$ cat src/rtl/debounce_pkg.sv
`default_nettype none
// ---------------------------------------------------------------------------
// debounce_pkg : shared debounce defaults and counter-width helper
// Rev 1.0
// ---------------------------------------------------------------------------
package debounce_pkg;

  localparam int DEF_TICK_DIV     = 1000;
  localparam int DEF_STABLE_TICKS = 4;

  // Width able to hold values 0..n-1, never narrower than one bit.
  function automatic int cnt_width(input int n);
    return (n <= 2) ? 1 : $clog2(n);
  endfunction

endpackage
`default_nettype wire

$ cat src/rtl/debounce_bit.sv
`default_nettype none
// ---------------------------------------------------------------------------
// debounce_bit : two-flop synchroniser, tick-driven agreement counter and
//                stable-level flop for one switch input
// Rev 1.0
// ---------------------------------------------------------------------------
module debounce_bit
  import debounce_pkg::*;
#(
  parameter int STABLE_TICKS = DEF_STABLE_TICKS
) (
  input  logic clk,
  input  logic rst_n,
  input  logic i_raw,
  input  logic i_en,
  input  logic i_tick,
  output logic o_stable,
  output logic o_update
);

  localparam int CW = cnt_width(STABLE_TICKS + 1);
  localparam logic [CW-1:0] C_LAST = CW'(STABLE_TICKS - 1);

  logic          r_meta;
  logic          r_sync;
  logic          r_stable;
  logic [CW-1:0] r_cnt;
  logic          w_differs;
  logic          w_accept;

  assign w_differs = r_sync ^ r_stable;
  // The tick that completes the run of disagreeing samples commits the new level.
  assign w_accept  = i_tick & w_differs & (r_cnt == C_LAST);

  always_ff @(posedge clk or negedge rst_n) begin
    if (!rst_n) begin
      r_meta   <= 1'b0;
      r_sync   <= 1'b0;
      r_stable <= 1'b0;
      r_cnt    <= '0;
    end else begin
      r_meta <= i_raw;
      r_sync <= r_meta;
      if (!i_en) begin
        r_cnt <= '0;
      end else if (i_tick) begin
        if (!w_differs) begin
          r_cnt <= '0;
        end else if (w_accept) begin
          r_stable <= r_sync;
          r_cnt    <= '0;
        end else begin
          r_cnt <= r_cnt + 1'b1;
        end
      end
    end
  end

  assign o_stable = r_stable;
  assign o_update = w_accept;

endmodule
`default_nettype wire

$ cat src/rtl/switch_debounce8.sv
`default_nettype none
// ---------------------------------------------------------------------------
// switch_debounce8 : debounced switch bank with change strobe, feeding the
//                    8-to-3 priority encoder x input
// Rev 1.0
// ---------------------------------------------------------------------------
module switch_debounce8
  import debounce_pkg::*;
#(
  parameter int WIDTH        = 8,
  parameter int TICK_DIV     = DEF_TICK_DIV,
  parameter int STABLE_TICKS = DEF_STABLE_TICKS
) (
  input  logic             clk,
  input  logic             rst_n,
  input  logic             en,
  input  logic [WIDTH-1:0] sw_raw,
  output logic [WIDTH-1:0] sw_stable,
  output logic             sw_changed,
  output logic             sw_any
);

  localparam int PW = cnt_width(TICK_DIV);
  localparam logic [PW-1:0] C_PRESC_LAST = PW'(TICK_DIV - 1);

  logic [PW-1:0]    r_presc;
  logic             r_changed;
  logic             w_tick;
  logic [WIDTH-1:0] w_update;

  assign w_tick = en & (r_presc == C_PRESC_LAST);

  // Prescaler freezes while disabled so the tick phase resumes where it stopped.
  always_ff @(posedge clk or negedge rst_n) begin
    if (!rst_n) begin
      r_presc <= '0;
    end else if (en) begin
      r_presc <= w_tick ? '0 : r_presc + 1'b1;
    end
  end

  for (genvar gi = 0; gi < WIDTH; gi++) begin : g_bit
    debounce_bit #(
      .STABLE_TICKS(STABLE_TICKS)
    ) u_bit (
      .clk     (clk),
      .rst_n   (rst_n),
      .i_raw   (sw_raw[gi]),
      .i_en    (en),
      .i_tick  (w_tick),
      .o_stable(sw_stable[gi]),
      .o_update(w_update[gi])
    );
  end

  always_ff @(posedge clk or negedge rst_n) begin
    if (!rst_n) begin
      r_changed <= 1'b0;
    end else begin
      r_changed <= |w_update;
    end
  end

  assign sw_changed = r_changed;
  assign sw_any     = |sw_stable;

endmodule
`default_nettype wire

$ cat config.mk
export PLATFORM = sky130hd
export DESIGN_NAME = switch_debounce8
export DESIGN_NICKNAME = d
export VERILOG_FILES = /design/src/rtl/debounce_pkg.sv /design/src/rtl/debounce_bit.sv /design/src/rtl/switch_debounce8.sv
export SDC_FILE = /design/constraint.sdc
export NUM_CORES = 1
export LEC_CHECK = 0
export ABC_AREA = 1
export BUFFER_PORTS_ARGS = -buffer_cell sky130_fd_sc_hd__buf_4
export CAP_MARGIN = 0
export CORE_MARGIN = 3
export CORE_UTILIZATION = 57
export CTS_BUF_LIST = sky130_fd_sc_hd__clkbuf_8
export CTS_CLUSTER_SIZE = 12
export DETAILED_ROUTE_END_ITERATION = 12
export GPL_ROUTABILITY_DRIVEN = 0
export PLACE_DENSITY = 0.76
export SLEW_MARGIN = 20
export SYNTH_ARGS = -nofsm -noshare
export SYNTH_HDL_FRONTEND = slang
export SYNTH_HIERARCHICAL = 1
export SYNTH_SLANG_ARGS = --single-unit
$ cat constraint.sdc
create_clock -name clk -period 2 [get_ports clk]
set_clock_uncertainty 0.05 [all_clocks]
set_input_delay 0.3 -clock clk [delete_from_list [all_inputs] [get_ports clk]]
set_output_delay 0.3 -clock clk [all_outputs]
set_load 0.1 [all_outputs]
# ---- Yosys cells after proc, flatten, opt, wreduce, memory -nomap -nowiden
# Cells that the tools add are included.
dict set report totals {
  reg_bits 59
  out_inout_bits 10
}
dict set report op_classes {
  add_sub_neg 9
  n_eq_ne 10
  n_reduce_logical 10
  bitwise_logic 25
  muxes 33
}
# cell count
set ops {}
lappend ops {{$mux W3} 32}
lappend ops {{$reduce_and A4 Y1} 8}
lappend ops {{$add A3 B1 Y3 const B} 8}
lappend ops {{$eq A3 B2 Y1 const B} 8}
lappend ops {{$and A1 B1 Y1} 17}
lappend ops {{$reduce_or A8 Y1} 2}
lappend ops {{$add A10 B1 Y10 const B} 1}
lappend ops {{$eq A10 B10 Y1 const B} 1}
lappend ops {{$mux W10} 1}
lappend ops {{$xor A1 B1 Y1} 8}
lappend ops {{$ne A2 B1 Y1 const B} 1}

# ---- Logic depth before layout (Yosys ltp)
# Gate-level depths: netlist of run 1.
dict set report depth {
  ltp_word 8
  depth_mapped 10
  mapped_depth_nobuf 10
}

# ---- Modules after synthesis
# Netlist of run 1, hierarchy kept.
# module cells_each n_inst seq_area_each_um2 area_per_inst_um2
set modules_own_cells {}
lappend modules_own_cells {debounce_bit 30 8 150.1 291.5}
lappend modules_own_cells {switch_debounce8 87 1 275.3 625.6}

# ---- Least setup slack after synthesis of run 1
# No wires, ideal clock.
dict set report synth_timing {
  path_kind {flip-flop to output port}
  start {register g_bit[1].u_bit.r_stable}
  end {output port sw_any}
  path_buffers 0
  required_time_ns 1.650
  path_stages_with_launch 3
  arrival_time_ns 1.801
  setup_slack_ns -0.151
  cell_sequence {dfrtp_1 nor4_1 nand2_1}
}
dict set report synth_between {
  elab_chain_len 1
}
# element line
set synth_rtl {}
lappend synth_rtl {{start, declared} debounce_bit.sv:26} ;# logic r_stable;
lappend synth_rtl {{start signal, assigned} debounce_bit.sv:50} ;# r_stable <= r_sync;
lappend synth_rtl {{$reduce_or A8 Y1} switch_debounce8.sv:65} ;# assign sw_any = |sw_stable;
lappend synth_rtl {{end, declared} switch_debounce8.sv:20} ;# output logic sw_any
# Every way passes these cells.

# ---- Worst setup path after layout of run 1
# Ends and elaborated chain as after synthesis.

==> results of run 1 <==
## placed cells by master, fill, tap and decap left out, types with 3 or more instances in the layout
cell type / instances
ha_1: 9
nand3_2: 10
a21oi_2: 8
nor4_1: 3
nor2_4: 8
clkinv_2: 3
dfrtp_1: 58
inv_1: 52
nand3_1: 41
clkbuf_8: 10
o21ai_2: 16
nand2_1: 57
dlygate4sd3_1: 5
nor3_1: 8
buf_4: 25
nor2_2: 10
nor2_1: 21
a21oi_1: 4
nand4_1: 9
nand2_2: 9
## where the power goes
group / switching (mW) / internal [mW] / leakage [nW]
combinational: 0.172 / 0.0980 / 0.737
clock: 0.454 / 0.597 / 0.103
sequential: 0.0942 / 1.28 / 0.767
total: 0.720 / 1.97 / 1.61
## state kept, by name, summed over array words and instances, names as in the netlist
signal / flops
r_presc: 10
g_bit.u_bit/o_stable: 8
g_bit.u_bit/r_sync: 8
g_bit.u_bit/r_cnt: 24
g_bit.u_bit/r_meta: 8
sw_changed: 1
## worst register-to-register path, stage by stage (launching register included)
cell,delay (ns)
dfrtp_1,0.41
ha_1,0.26
nand2_1,0.08
nor2_1,0.05
nand3_2,0.06
inv_1,0.05
buf_4,0.17
nand2_2,0.10
nor3_1,0.06
nor4_1,0.36
nand2_1,0.09
## logic make-up (layout without fill, tap and decap cells)
family	after synthesis	after routing	synth area share
and+or+nand+nor	177	177	0.313
DFF	59	59	0.499
xor gates and xnor gates	1	1	0.00296
adders and majority gates	9	9	0.0381
AOI/OAI and AO/OA	29	29	0.0795
buffers and inverters	52	97	0.0673
## synth_stat cells, types with 8 or more instances
cell type,count,area share
nand4_1,9,0.019
ha_1,9,0.038
nor2_1,21,0.027
o21ai_2,16,0.047
nand2_1,58,0.074
dfrtp_1,59,0.50
nor2_2,10,0.021
nor2_4,8,0.030
nand2_2,8,0.017
nand3_2,10,0.034
inv_1,51,0.065
nor3_1,8,0.014
nand3_1,41,0.069
a21oi_2,8,0.024
## per-layer routing
layer,up-vias,share of wire,track usage
li1,1142,-,-
met3,8,0.053,0.0757
met5,-,0,0
met1,1057,0.45,0.260
met4,0,0.016,0.0734
met2,55,0.48,0.338
## repair_timing
item / CTS / global route
hold buffers: 2 / 3
gates resized for setup: 0 / 1
setup endpoints to repair: 0 / 1
hold endpoints to repair: 35 / 3
## cell type report
| class | instances | area share |
|---|---|---|
| Sequential cell | 59 | 0.425 |
| Clock inverter | 6 | 0.0162 |
| Clock buffer | 10 | 0.0396 |
| Inverter | 51 | 0.0551 |
| Tap cell | 67 | 0.0241 |
| Multi-Input combinational cell | 216 | 0.371 |
| Timing Repair Buffer | 30 | 0.0684 |
## per-stage QoR
step | setup slack (ns) | total power, mW
floorplan | 0.0612 | 1.55
global placement | 0.189 | 1.64
detailed placement | 0.165 | 1.66
CTS | 0.0416 | 2.73
global route | 0.0540 | 2.85
finish | 0.159 | 2.69
## path summary, 6_finish.rpt
check	start	to	slack [ns]	depth (start not counted)
min in group asynchronous	rst_n	g_bit[4].u_bit/o_stable$_DFFE_PN0P_	0.52	2
max in group asynchronous	rst_n	g_bit[1].u_bit/o_stable$_DFFE_PN0P_	0.87	2
worst min register to register	g_bit[3].u_bit/r_meta$_DFF_PN0_	g_bit[3].u_bit/r_sync$_DFF_PN0_	0.30	0
worst max-delay path	g_bit[1].u_bit/o_stable$_DFFE_PN0P_	sw_any	0.16	3
worst min-delay path	sw_raw[7]	g_bit[7].u_bit/r_meta$_DFF_PN0_	0.02	1
worst max register to register	r_presc[0]$_DFFE_PN0P_	sw_changed$_DFF_PN0_	0.16	10
==> impl_metrics.ini, run 1 <==
[status]
status = completed

[timing]
finalHoldViolCount = 0
slew-limit-headroom = 0.521
max_freq_mhz = 543
setup_viol = 0
tightest_slew_ns = 0.718
min_period_over_period = 0.921
rsz0062_at_grt = no
min_period_ns = 1.84
hold_slack_ns = 0.0202
fin_tns_setup_ns = 0
final_max_slew_viol_count = 0

[route]
vias = 2262
antenna_left = 0
first_iter_violations = 135
drc = 0
drt-total-wl_um = 5360
first_pass_iters = 4
wire_per_inst_um = 12.2
vias_per_cell = 5.15

[synth]
yosys_warnings = 6
synthFlopType = dfrtp_1
syn_area_per_cell_sq_um = 9.05
syn_inst = 327
synth_edf_count = 0
synth-seq-area-share = 0.499
syn-cell-area_sq_um = 2960
async_flop_share = 1.00
synth_cell_types = 19
syn_nets = 347
ys_ff_latch = 59

[layout]
finalInstanceArea_sq_um = 3480
antenna_cells = 0
fin_cells = 439
syn2layout_area_growth_pct = 17.5
layout.nets = 387
fin_util = 0.712
multi_input_area_sq_um = 1290
fillers = 384
drive_gt1_frac = 0.277
seq_area_sq_um = 1480

[placed_design]
dp_cells = 418
place_hpwl_um = 3690
place_area_sq_um = 3230
portBuffers = 20

[power]
irDropWorstVdd_mv = 0.711
pwr_density_cell_nw_per_um2 = 775
power_leakage_nw = 1.61

[floorplanning]
start_util = 0.606
dieWidth_um = 78.0
io_pins = 21
row_count = 25
fp.dieH_um = 78.0
die_area_sq_um = 6090
coreArea_sq_um = 4880

[clock_network]
clockBufferDepth = 2
clk_pin_slew_ns = 0.06
clock_latency_ns = 0.34
root_buffer = clkbuf_8
post_cts_buffers = 0
cts_tree = built
h-tree-depth = 3
clkSinkCount = 59
cts_inserted_buffers = 9

[critical_path]
crit_path_max_fanout = 5
path_cells = nor4_2 > nand2_2 > buf_4
required_ns = 1.65
critPathMaxStageDelay_ns = 0.45
crit_type = reg2out
crit_family = simple AND/OR/NAND/NOR gates
path_buf_inv = 1
slowest_stage = dfrtp_2
end_kind = output port
arrival_ns = 1.49
startpoint_type = register

[worst_hold_path]
min_path_type = in2reg

[global_routing]
grt_pass1_wl_um = 9950
grt_antenna_before_repair = 0
grt_pass1_vias = 2222
grt_overflow = 0
grt.total_usage = 0.209
grt_max_degree = 60

[job]
maxCapViolCount = 0
Power figures use the tool's default switching activity.
==> inputs of run 2 (changes only) <==
--- a/config.mk
+++ b/config.mk
@@ -8,13 +8,14 @@
 export ABC_AREA = 1
 export BUFFER_PORTS_ARGS = -buffer_cell sky130_fd_sc_hd__buf_4
 export CAP_MARGIN = 0
-export CORE_MARGIN = 3
+export CORE_MARGIN = 2
 export CORE_UTILIZATION = 57
 export CTS_BUF_LIST = sky130_fd_sc_hd__clkbuf_8
 export CTS_CLUSTER_SIZE = 12
 export DETAILED_ROUTE_END_ITERATION = 12
 export GPL_ROUTABILITY_DRIVEN = 0
 export PLACE_DENSITY = 0.76
+export RECOVER_POWER = 25
 export SLEW_MARGIN = 20
 export SYNTH_ARGS = -nofsm -noshare
 export SYNTH_HDL_FRONTEND = slang
==> impl_metrics.ini, run 2 (same netlist as run 1, synthesis figures left out) <==
[power]
pwr_density_cell_nw_per_um2 = 799
irDropWorstVdd_mv = 0.608
p_total_mw = 2.83
power_leakage_nw = 1.63

[worst_hold_path]
hold_depth = 1
min_path_type = in2reg

[global_routing]
grt_overflow = 0
grt_max_degree = 67
grt_pass1_wl_um = 9440
met3_usage = 0.0782
grt_antenna_before_repair = 0
grt.met1_usage = 0.242
met2_usage = 0.348
top_usage_layer = met2
grt_pass1_vias = 2234
grt.total_usage = 0.209

[route]
drt-total-wl_um = 5490
first_pass_iters = 4
vias = 2261
vias_per_cell = 5.10
wire_per_inst_um = 12.4
drc = 0
first_iter_violations = 96
antenna_left = 0

[timing]
finalHoldViolCount = 0
slew-limit-headroom = 0.432
final_max_slew_viol_count = 0
fin_tns_setup_ns = 0
worst_slack_ns = 0.170
max_freq_mhz = 546
min_period_over_period = 0.915
hold_slack_ns = 0.0432
rsz0062_at_grt = no
setup_viol = 0
min_period_ns = 1.83
tightest_slew_ns = 0.852

[floorplanning]
io_pins = 21
die_area_sq_um = 5780
coreArea_sq_um = 5040
row_count = 26
dieWidth_um = 76.0
start_util = 0.587
fp.dieH_um = 76.0

[layout]
layout.nets = 389
fin_util = 0.703
regMostFlops = g_bit.u_bit/r_cnt
drive_gt1_frac = 0.271
finalInstanceArea_sq_um = 3550
reg_top3 = g_bit.u_bit/r_cnt (24), r_presc (10)
antenna_cells = 0
final_cell_mix = 58 x dfrtp_1, 57 x nand2_1, 53 x inv_1
seq_area_sq_um = 1480
mostFrequentLayoutCell = dfrtp_1
fin_cells = 443
multi_input_area_sq_um = 1290
fillers = 396
largest_reg_flops = 24
syn2layout_area_growth_pct = 19.9

[critical_path]
slowest_stage = dfrtp_1
required_ns = 1.65
end_kind = output port
crit_path_max_fanout = 5
arrival_ns = 1.48
path_cells = nor4_2 > nand2_2 > buf_4
r2r_cells = 10
crit_family = simple AND/OR/NAND/NOR gates
crit_type = reg2out
startpoint_type = register
path_buf_inv = 1
crit_cells = 3
critPathMaxStageDelay_ns = 0.44

[clock_network]
cts_tree = built
root_buffer = clkbuf_8
clock_latency_ns = 0.34
post_cts_buffers = 0
clockBufferDepth = 2
h-tree-depth = 3
cts_inserted_buffers = 9
clk_pin_slew_ns = 0.06
clkSinkCount = 59

[status]
status = completed

[placed_design]
place_area_sq_um = 3250
place_hpwl_um = 3830
pre_cts_ws_ns = 0.233
dp_cells = 421
portBuffers = 20

[job]
maxCapViolCount = 0
run 2: cell count changes in the layout (fill, tap and decap cells not counted), sizes merged:
| cell | previous run | this run |
|---|---|---|
| bufinv | 1 | 2 |
| clkinvlp | 1 | 0 |
| inv | 52 | 53 |
| buf | 25 | 16 |
| dlygate4sd3 | 5 | 7 |
| clkinv | 3 | 0 |
| clkbuf | 10 | 20 |
run 2: worst register-to-register path, stage by stage, from the launching register on:
cell and delay (ns):
dfrtp_1 0.38, ha_1 0.23, nand2_1 0.07, nor2_1 0.14
nand3_2 0.09, inv_1 0.10, buf_12 0.16, nand2_2 0.10
nor3_1 0.31, nor4_1 0.09, nand2_1 0.06
run 2: layer usage:
| layer | up-vias | part of all wire |
|---|---|---|
| li1 | 1148 | - |
| met1 | 1058 | 0.43 |
| met2 | 41 | 0.51 |
| met3 | 14 | 0.040 |
| met4 | 0 | 0.025 |
| met5 | - | 0 |
run 2: final cells by class:
| class | count | share of cell area |
|---|---|---|
| flip-flops and latches | 59 | 0.417 |
| multi-input cells | 216 | 0.364 |
| well taps | 70 | 0.0247 |
| repair buffers | 32 | 0.0790 |
| clock buffers | 11 | 0.0427 |
| inverters | 51 | 0.0540 |
| clock inverters | 4 | 0.0190 |
run 2: power breakdown:
group | internal [mW] | leakage, nW | switching, mW
Sequential | 1.28 | 0.767 | 0.0977
Combinational | 0.103 | 0.750 | 0.173
Clock | 0.753 | 0.118 | 0.428
run 2: timing repair:
item / in CTS / in global routing
endpoints found under the hold margin: 37 / 1
endpoints found under the setup margin: 0 / 1
resized for setup: 0 / 1
hold buffers: 6 / 1
run 2: final timing paths:
path,startpoint,endpoint,slack [ns]
min in group asynchronous,rst_n,g_bit[6].u_bit/r_meta$_DFF_PN0_,0.55
setup / recovery,g_bit[5].u_bit/o_stable$_DFFE_PN0P_,sw_any,0.17
hold / removal,sw_raw[5],g_bit[5].u_bit/r_meta$_DFF_PN0_,0.04
hold reg to reg,g_bit[6].u_bit/r_meta$_DFF_PN0_,g_bit[6].u_bit/r_sync$_DFF_PN0_,0.30
setup reg to reg,r_presc[0]$_DFFE_PN0P_,sw_changed$_DFF_PN0_,0.17
max in group asynchronous,rst_n,g_bit[5].u_bit/r_cnt[1]$_DFFE_PN0P_,0.64
